===== src/rtl/fpu_issue_ctrl.sv =====
// Issue/handshake controller in front of FPU_all: latches one FP op, drives the FPU, returns the result, owns fcsr.
// Optional watchdog in EXEC is compiled in when FPU_TIMEOUT_EN is defined.
module fpu_issue_ctrl #(
    parameter int DATA_W         = 32,
    parameter int TIMEOUT_CYCLES = 64
) (
    input  logic              clk,
    input  logic              rst,
    input  logic              req_valid,
    output logic              req_ready,
    input  logic [7:0]        req_funct7,
    input  logic [2:0]        req_rm,
    input  logic [4:0]        req_rs1,
    input  logic [4:0]        req_rs2,
    input  logic [4:0]        req_rd,
    input  logic              req_lw,
    input  logic              req_sw,
    input  logic [DATA_W-1:0] req_load_data,
    output logic [4:0]        f_rs1,
    output logic [4:0]        f_rs2,
    output logic [4:0]        f_rd,
    output logic [2:0]        frm_in,
    output logic [7:0]        f_funct_7,
    output logic              f_LW,
    output logic              f_SW,
    output logic [DATA_W-1:0] dload_ext,
    input  logic [DATA_W-1:0] FPU_all_out,
    input  logic [4:0]        f_flags,
    input  logic              f_ready,
    output logic              resp_valid,
    input  logic              resp_ready,
    output logic [DATA_W-1:0] resp_data,
    output logic [4:0]        resp_rd,
    output logic              resp_illegal,
    output logic              resp_timeout,
    input  logic              csr_we,
    input  logic [1:0]        csr_addr,
    input  logic [7:0]        csr_wdata,
    output logic [7:0]        csr_rdata,
    output logic              busy
);

    typedef enum logic [1:0] {
        IDLE = 2'd0,
        EXEC = 2'd1,
        RESP = 2'd2
    } state_t;

    if (TIMEOUT_CYCLES < 1 || TIMEOUT_CYCLES > 127) begin : g_bad_timeout
        $error("TIMEOUT_CYCLES must fit the 7-bit watchdog counter");
    end

    state_t state;
    state_t state_next;

    logic [7:0]        funct7_q;
    logic [4:0]        rs1_q;
    logic [4:0]        rs2_q;
    logic [4:0]        rd_q;
    logic              lw_q;
    logic              sw_q;
    logic [DATA_W-1:0] load_q;
    logic [2:0]        rm_q;
    logic [DATA_W-1:0] data_q;
    logic              illegal_q;
    logic [4:0]        fflags_q;
    logic [2:0]        frm_q;
    logic [4:0]        fflags_next;
    logic [2:0]        frm_next;

    logic [2:0] rm_eff;
    logic       rm_bad;
    logic       accept;
    logic       done_ok;
    logic       timeout_fire;
    logic       in_exec;
    logic       in_resp;

    // Dynamic rounding uses the frm value present before any same-edge CSR write.
    assign rm_eff  = (req_rm == 3'b111) ? frm_q : req_rm;
    assign rm_bad  = (rm_eff == 3'b101) || (rm_eff == 3'b110) || (rm_eff == 3'b111);
    assign accept  = (state == IDLE) && req_valid;
    assign in_exec = (state == EXEC);
    assign in_resp = (state == RESP);
    assign done_ok = in_exec && f_ready;

`ifdef FPU_TIMEOUT_EN
    localparam logic [6:0]        TIMEOUT_LAST = 7'(TIMEOUT_CYCLES - 1);
    localparam logic [DATA_W-1:0] QNAN         = DATA_W'(32'h7FC0_0000);

    logic [6:0] cnt_q;
    logic       timeout_q;

    assign timeout_fire = in_exec && !f_ready && (cnt_q == TIMEOUT_LAST);
    assign resp_timeout = in_resp && timeout_q;

    always_ff @(posedge clk or posedge rst) begin
        if (rst) begin
            cnt_q     <= '0;
            timeout_q <= 1'b0;
        end else begin
            if (accept) begin
                cnt_q     <= '0;
                timeout_q <= 1'b0;
            end else if (in_exec) begin
                cnt_q <= cnt_q + 7'd1;
                if (timeout_fire) begin
                    timeout_q <= 1'b1;
                end
            end
        end
    end
`else
    assign timeout_fire = 1'b0;
    assign resp_timeout = 1'b0;
`endif

    always_ff @(posedge clk or posedge rst) begin
        if (rst) begin
            state <= IDLE;
        end else begin
            state <= state_next;
        end
    end

    always_comb begin
        state_next = state;
        case (state)
            IDLE: begin
                if (req_valid) begin
                    state_next = rm_bad ? RESP : EXEC;
                end
            end
            EXEC: begin
                if (f_ready || timeout_fire) begin
                    state_next = RESP;
                end
            end
            RESP: begin
                if (resp_ready) begin
                    state_next = IDLE;
                end
            end
            default: state_next = IDLE;
        endcase
    end

    always_ff @(posedge clk or posedge rst) begin
        if (rst) begin
            funct7_q  <= '0;
            rs1_q     <= '0;
            rs2_q     <= '0;
            rd_q      <= '0;
            lw_q      <= 1'b0;
            sw_q      <= 1'b0;
            load_q    <= '0;
            rm_q      <= '0;
            data_q    <= '0;
            illegal_q <= 1'b0;
        end else begin
            if (accept) begin
                funct7_q  <= req_funct7;
                rs1_q     <= req_rs1;
                rs2_q     <= req_rs2;
                rd_q      <= req_rd;
                lw_q      <= req_lw;
                sw_q      <= req_sw;
                load_q    <= req_load_data;
                rm_q      <= rm_eff;
                illegal_q <= rm_bad;
                data_q    <= '0;
            end else if (done_ok) begin
                data_q <= FPU_all_out;
            end
`ifdef FPU_TIMEOUT_EN
            else if (timeout_fire) begin
                data_q <= QNAN;
            end
`endif
        end
    end

    // A same-edge CSR write replaces the flags first; completing-op flags are then OR-ed on top.
    always_comb begin
        fflags_next = fflags_q;
        frm_next    = frm_q;
        if (csr_we) begin
            case (csr_addr)
                2'b01: fflags_next = csr_wdata[4:0];
                2'b10: frm_next    = csr_wdata[2:0];
                2'b11: begin
                    fflags_next = csr_wdata[4:0];
                    frm_next    = csr_wdata[7:5];
                end
                default: ;
            endcase
        end
        if (done_ok && !lw_q && !sw_q) begin
            fflags_next = fflags_next | f_flags;
        end
        if (timeout_fire) begin
            fflags_next[4] = 1'b1;
        end
    end

    always_ff @(posedge clk or posedge rst) begin
        if (rst) begin
            fflags_q <= '0;
            frm_q    <= '0;
        end else begin
            fflags_q <= fflags_next;
            frm_q    <= frm_next;
        end
    end

    always_comb begin
        csr_rdata = 8'h00;
        case (csr_addr)
            2'b01:   csr_rdata = {3'b000, fflags_q};
            2'b10:   csr_rdata = {5'b00000, frm_q};
            2'b11:   csr_rdata = {frm_q, fflags_q};
            default: csr_rdata = 8'h00;
        endcase
    end

    assign req_ready = (state == IDLE);
    assign busy      = (state != IDLE);

    // FPU lines are only live in EXEC, so an illegal op never reaches FPU_all.
    assign f_rs1     = in_exec ? rs1_q    : '0;
    assign f_rs2     = in_exec ? rs2_q    : '0;
    assign f_rd      = in_exec ? rd_q     : '0;
    assign frm_in    = in_exec ? rm_q     : '0;
    assign f_funct_7 = in_exec ? funct7_q : '0;
    assign f_LW      = in_exec && lw_q;
    assign f_SW      = in_exec && sw_q;
    assign dload_ext = in_exec ? load_q   : '0;

    assign resp_valid   = in_resp;
    assign resp_data    = in_resp ? data_q : '0;
    assign resp_rd      = in_resp ? rd_q   : '0;
    assign resp_illegal = in_resp && illegal_q;

endmodule


===== config.mk =====
export PLATFORM = sky130hd
export DESIGN_NAME = fpu_issue_ctrl
export DESIGN_NICKNAME = d
export VERILOG_FILES = /design/src/rtl/fpu_issue_ctrl.sv
export SDC_FILE = /design/constraint.sdc
export NUM_CORES = 1
export LEC_CHECK = 0
export BUFFER_PORTS_ARGS = -buffer_cell sky130_fd_sc_hd__buf_2
export CORE_MARGIN = 5
export CORE_UTILIZATION = 50
export DETAILED_ROUTE_END_ITERATION = 8
export HOLD_SLACK_MARGIN = 0.08
export PLACE_DENSITY = 0.83
export SLEW_MARGIN = 20
export SYNTH_ARGS = -nofsm -noshare
export SYNTH_HDL_FRONTEND = slang
export SYNTH_SLANG_ARGS = --single-unit
export TNS_END_PERCENT = 20

===== constraint.sdc =====
create_clock -name clk -period 7.2 [get_ports clk]
set_input_delay 0.36 -clock clk [delete_from_list [all_inputs] [get_ports clk]]
set_output_delay 0.36 -clock clk [all_outputs]
set_load 0.01 [all_outputs]

==> results of run 1 <==
## routing by layer
layer / GRT usage [%] / share of wire, % / vias up
met5: 0 / 0 / -
met4: 7.489 / 2.5 / 0
met3: 5.539 / 6.7 / 26
met2: 37.54 / 51 / 159
met1: 26.25 / 39 / 1944
li1: - / - / 2013
## area by class of cell
class	instances	area [um^2]	area share, %
tap	111	138.9	2.297
clock buffer	12	145.1	2.400
timing repair buffer	226	1164	19.24
clock inverter	4	55.05	0.9104
sequential	103	2577	42.62
inverter	4	17.52	0.2897
multi-input combinational	364	1949	32.24
## flip-flops by register name, summed over array words and instances (netlist names)
register	cells
data_q	32
fflags_q	5
frm_q	3
funct7_q	8
illegal_q	1
load_q	32
lw_q	1
rd_q	5
rm_q	3
rs1_q	5
rs2_q	5
state	2
sw_q	1
## worst max-delay path, stage by stage (launching register included)
cell,delay [ns]
dfrtp_1,0.50
nor2b_4,0.60
buf_16,0.23
and2_1,0.16
buf_2,0.13
## power by group through the flow
stage               clock [mW]  sequential [mW]  combinational (mW)
finish                   0.362            0.981               0.869
global route             0.399             1.02               0.975
CTS                      0.371            0.980               0.861
detailed placement           0            0.989               0.858
global placement             0            0.979               0.829
floorplan                    0            0.937               0.595
## path summary, 6_finish.rpt
check,to,startpoint,cells after the start
hold reg to reg,load_q[28],load_q[28],2
max in group asynchronous,load_q[8],rst,3
hold / removal,funct7_q[7],rst,2
setup / recovery,f_funct_7[7],state[0],4
setup reg to reg,state[1],state[0],4
min in group clk,load_q[20],req_load_data[20],3
## cells by family after synthesis
logic type             count (synthesis)  share of synthesized area, %
and+or+nand+nor                      304                         31.12
DFF                                  103                         55.26
AOI/OAI and AO/OA                     56                         9.389
buffers and inverters                 38                         3.514
muxes                                  3                        0.6438
other                                  1                       0.08039
## through the flow
step	power, mW	setup WS, ns	cells	cell area, um^2
finish	2.211	4.846	824	6047
global placement	1.808	5.077	807	5809
CTS	2.212	4.626	823	6010
global route	2.389	4.690	824	6047
floorplan	1.533	4.136	505	4664
detailed placement	1.847	5.019	807	5809
## cells in the final DEF (no fill, tap or decap), drive strengths merged
master    instances
bufinv            1
and3b             1
nor2              4
clkinvlp          1
dfrtp           103
a22o             32
and3              8
clkbuf           12
a21oi             3
or2               1
a31oi             1
mux2i             3
a21o              1
a311oi            1
a211o             1
and2            101
clkinv            2
buf             226
o22ai             1
a221o             5
nand2           184
inv               4
conb              1
nor2b             2
o21ai            11
or3b              1
nor3b             2
==> summary.md, run 1 <==
| Metric | Value |
|---|---|
| Final Critical Period | 2.354 ns |
| Count leader, synth | nand2_1 |
| CTS clk-pin slew, worst paths | ~0.09 ns |
| Core area | 9153 um^2 |
| Slew headroom | roughly 55% |
| Final Hold Slack | about 0.097 ns |
| Synth warn | 0 |
| Fin Clk Skew | 0.01393 ns |
| Via density | 5.027 |
| Max-cap violations | 0 |
| Gate Count Post-Synth | between 500 and 600 |
| RSZ-0062 raised after global routing | false |
| H-tree depth | 3 |
| Final ANT Viol Nets | 0 |
| Number of synthesized flops with an enable pin | 0 |
| Critical path data arrival time | just under 2 ns |
| Synthesized area | between 4000 and 5000 um^2 |
| Largest net degree at the start of global routing | between 60 and 70 |
| TNS Setup | 0 ns |
| Synth Flop Type | dfrtp_1 |
| CTS root buffer | clkbuf_8 |
| Synth-to-Final Area Change | 29.64% |
| CTS tree | done |
| Final core utilization | about two thirds |
| Top-area cell type share of the netlist area | a little under three fifths |
| Worst R2R Setup Slack | around 5 ns |
| Post-synth net total | 618 |
| Grt ovf | 0 |
| Sequential area share after synthesis | 55.26% |
| Skew-Pair Late Insertion Delay | between 0.3 and 0.4 ns |
| Pleak | about 3.6 nW |
| Critical path fanouts, max | 31 |
| Switch Pwr | 832.3 uW |
| Clk buf depth | 2 |
| WL/cell | approximately 15 um |
| Distinct cell type count after synthesis | 27 |
| Clock power share | about 16% |
| Yosys reg bits | a little over 100 |
| Leading area contributor after synthesis | dfrtp_1 |
| IO Count | around 220 |
| Setup violators final | 0 |
| Resize count post-CTS | 0 |
| Period Utilization, post-route | around a third |
| CP endpoint kind | output pin |
| Layout cells sized above 1 | between 30% and 40% |
| Routed WL | approximately 12 mm |
| Critical path type | reg2out |
| Internal power | 1.379 mW |
| GRT Resource Usage Total | between 20% and 30% |
| Comb power frac | around 39% |
| Die Y | 106.6 um |
| Drc violations | 0 |
| # diodes | 0 |
| Status | finished clean |
| Syn_area_per_cell | between 9 and 10 um^2 |
| Initial antenna violation count | 0 |
| Initial Util | just over 50% |
| Pwr dens | approximately 370 nW/um^2 |
| Iteration-0 DRC Markers | roughly 220 |
| Nets | a little over 800 |
| Async SR Flop Fraction | 100.0% |
| Hold-fix buffers, CTS | 0 |
| Switching share of power | 37.63% |
| Port Buffers | between 200 and 250 |
| Pre-Repair DR Iteration Count | 4 |
| Final Wtd Congestion | roughly 0.8 |
| DR vias | slightly above 4000 |
| Row count | 35 |
| F_max | 0.4249 GHz |
| Fin. Hold Viols | 0 |
| Number of clock sinks | slightly above 100 |
| DP HPWL | 9.229 mm |
| Maximum vdd ir drop | ~0.00015 V |
| Num CTS Buffers | 9 |
| Worst Setup Start Kind | flip-flop |
| Vias in the first global route | 4128 |
| Worst slew pin tran | about 0.67 ns |
| Post-synth top cells | nand2_1 (184), dfrtp_1 (103), and2_1 (101), a22o_1 (32), clkbuf_1 (19) |
| CP Data Required Time | 6.84 ns |
| Flop pwr share | between 40% and 50% |
| First-pass GRT wire length | around 20 mm |
| Die width | ~110 um |
| Slew Viols, Final | 0 |
| Largest cells by area after synthesis | dfrtp_1 (55%), nand2_1 (15%), and2_1 (14%), a22o_1 (6.0%), clkbuf_1 (1.5%) |
| Post-CTS setup buffer count | 0 |
| Die ar. | around 11000 um^2 |
| HP Class | in2async |
| Fill cell count | 737 |
No activity file was read; power rests on OpenSTA's default activity.
==> run 2, diff against run 1 <==
--- a/config.mk
+++ b/config.mk
@@ -7,10 +7,10 @@
 export LEC_CHECK = 0
 export BUFFER_PORTS_ARGS = -buffer_cell sky130_fd_sc_hd__buf_2
 export CORE_MARGIN = 5
-export CORE_UTILIZATION = 50
+export CORE_UTILIZATION = 42
 export DETAILED_ROUTE_END_ITERATION = 8
 export HOLD_SLACK_MARGIN = 0.08
-export PLACE_DENSITY = 0.83
+export PLACE_DENSITY = 0.75
 export SLEW_MARGIN = 20
 export SYNTH_ARGS = -nofsm -noshare
 export SYNTH_HDL_FRONTEND = slang
==> constraint.sdc (replaced) <==
create_clock -name clk -period 2.1 [get_ports clk]
set_input_delay 0.105 -clock clk [delete_from_list [all_inputs] [get_ports clk]]
set_output_delay 0.105 -clock clk [all_outputs]
set_load 0.01 [all_outputs]
==> run 2 against run 1 <==
Effect of this change:
- count of clock-buffer cells in the layout shrank 3
- worst hold slack better by 0.014 ns
- sequential cell count unchanged
- sequential power rose to 3.4 times the previous value
- clock skew is 0.0027 ns lower
- power grew to 3.6 times the previous value
- global-route usage increased by 1.2 points
- setup slack worse by 4.6 ns
- register-to-register slack lost 4.7 ns
- first-iteration DRC count is 67% higher
- via count is 15% higher
- routed wire length grew 21%
- critical path type unchanged
- highest routed layer unchanged
==> summary.md, run 2 (same netlist as run 1, synthesis figures left out) <==
| Metric | Value |
|---|---|
| Post-CTS setup buffer count | 0 (unchanged) |
| Slowest library cell on the worst path | dfrtp_1 |
| Nets | 931 (+13%) |
| Final Critical Period | roughly 1.8 ns |
| Fin Clk Skew | 0.01121 ns (-0.002712 ns) |
| Largest registers | data_q: 32 flops, load_q: 32 flops, funct7_q: 8 flops |
| Fin. Hold Viols | 0 (unchanged) |
| Layout cells sized above 1 | 30.50% (-4.1 points) |
| Drc violations | 0 (unchanged) |
| Sequential Area | 2577 um^2 (unchanged) |
| Final Wtd Congestion | 0.7843 (-1.6%) |
| F_max | 0.5456 GHz |
| H-tree depth | 3 (unchanged) |
| Iteration-0 DRC Markers | 368 (+67%) |
| Maximum vdd ir drop | 0.0006044 V (+300%) |
| Critical path fanouts, max | 47 (+52%) |
| Row count | 38 (+8.6%) |
| Sequence of cells on the critical path | nor2b_4 -> buf_12 -> and2_1 -> buf_2 |
| Die ar. | 13310 um^2 (+17%) |
| Pwr dens | 1106 nW/um^2 (+200%) |
| Pleak | 4.036 nW (+13%) |
| Number of clock sinks | 103 (unchanged) |
| Crit-path max cell delay | 0.48 ns (-0.12 ns) |
| Resize count post-CTS | 0 (unchanged) |
| GRT Resource Usage Total | 22.90% (+1.2 points) |
| Die Y | 115.4 um (+8.3%) |
| Core area | 10840 um^2 (+18%) |
| Skew-Pair Late Insertion Delay | 0.37 ns (about the same) |
| Synth-to-Final Area Change | 54.77% |
| Die width | 115.4 um (+8.3%) |
| # diodes | 0 (unchanged) |
| Critical path data arrival time | 1.73 ns (-0.26 ns) |
| First-pass GRT wire length | 23.96 mm (+22%) |
| Num CTS Buffers | 9 (unchanged) |
| CTS tree | done |
| DR vias | 4757 (+15%) |
| Worst slew pin tran | 0.7131 ns (+0.04499 ns) |
| Final Hold Slack | 0.1107 ns (+0.01410 ns) |
| Setup violators final | 0 (unchanged) |
| Max-cap violations | 0 (unchanged) |
| Period Utilization, post-route | a little under 90% |
| Port Buffers | 221 (unchanged) |
| Clk buf depth | 2 (unchanged) |
| IO Count | 223 (unchanged) |
| WL/cell | 15.60 um (+3.6%) |
| Commonest non-fill, non-tap cell in the layout | buf_2 |
| DP HPWL | 9.384 mm (+1.7%) |
| Vias in the first global route | 4972 (+20%) |
| CP endpoint kind | output pin |
| Routed WL | 15.02 mm (+21%) |
| TNS Setup | 0 ns (unchanged) |
| Grt ovf | 0 (unchanged) |
| Fill cell count | 824 (+12%) |
| Slew Viols, Final | 0 (unchanged) |
| CTS clk-pin slew, worst paths | 0.10 ns (about the same) |
| Largest net degree at the start of global routing | 104 (+68%) |
| Pre-Repair DR Iteration Count | 4 (unchanged) |
| Status | finished clean |
| CTS root buffer | clkbuf_8 |
| Commonest cells after routing, fill and taps aside | buf_2 (221), nand2_1 (184), dlygate4sd3_1 (108) |
| Slew headroom | 52.35% (-3.0 points) |
| Via density | 4.940 (-1.7%) |
| RSZ-0062 raised after global routing | false |
| Critical path type | reg2out |
| Initial antenna violation count | 0 (unchanged) |
| Initial Util | 43.03% (-7.9 points) |
| HP Class | in2reg |
| Worst Setup Start Kind | flip-flop |
| Final ANT Viol Nets | 0 (unchanged) |
| CP Data Required Time | 2.00 ns (-4.84 ns) |
| Area of the multi-input gates | 1944 um^2 (-0.26%) |
==> run 2: cell types whose count changed in the layout (fill, tap and decap cells not counted), sizes merged <==
| cell | change |
|---|---|
| dlygate4sd3 | +108 |
| clkinvlp | +1 |
| bufinv | +1 |
| buf | +2 |
| inv | +1 |
| clkbuf | -3 |
==> run 2: worst max-delay path, delay by kind of cell, from the launching register on <==
kind	cells	cell delay [ns]
simple gates	2	0.50
buf+inv	2	0.37
flops	1	0.48
==> run 2: report_power, final <==
group | total (mW) | switching (mW) | internal, mW
Clock | 1.39 | 0.709 | 0.684
Sequential | 3.37 | 0.505 | 2.87
Combinational | 3.22 | 1.79 | 1.43
==> run 2: layout make-up <==
type | instances | share of cell area (%)
repair buffers | 336 | 31.54
inverters | 4 | 0.2600
multi-input cells | 364 | 26.93
clock inverters | 7 | 1.421
clock buffers | 9 | 1.716
well taps | 140 | 2.426
flip-flops and latches | 103 | 35.70
==> run 2: layer usage <==
layer	up-vias	track usage (%)	part of all wire (%)
met3	72	4.000	5.7
met4	0	15.02	5.5
met5	-	0	0
met2	209	39.54	51
li1	2235	-	-
met1	2241	25.95	38
==> run 2: repair_timing <==
| item | 4_1_cts | 5_1_grt |
|---|---|---|
| endpoints found under the hold margin | 204 | 0 |
| endpoints found under the setup margin | 0 | 0 |
| hold buffers | 108 | 0 |
==> run 2: final timing paths <==
kind	startpoint	end	slack, ns	cells after the start
hold reg to reg	funct7_q[0]	funct7_q[0]	0.47	2
setup / recovery	state[0]	frm_in[0]	0.27	4
hold / removal	csr_wdata[0]	fflags_q[0]	0.11	3
setup reg to reg	state[1]	fflags_q[4]	0.27	4
min in group asynchronous	rst	data_q[4]	0.45	4
max in group asynchronous	rst	rs2_q[3]	1.25	4
==> run 2: per-stage QoR <==
step | instances | util, % | setup WS (ns) | power [mW] | cell area (um^2)
floorplan | 505 | - | 0.7510 | 5.256 | 4668
global placement | 839 | 54.49 | 0.2034 | 6.305 | 5907
finish | 963 | 66.60 | 0.2671 | 7.988 | 7219
detailed placement | 839 | 54.49 | 0.1356 | 6.445 | 5907
global route | 963 | 66.60 | 0.1398 | 8.603 | 7219
CTS | 963 | 66.55 | 0.09731 | 8.011 | 7214
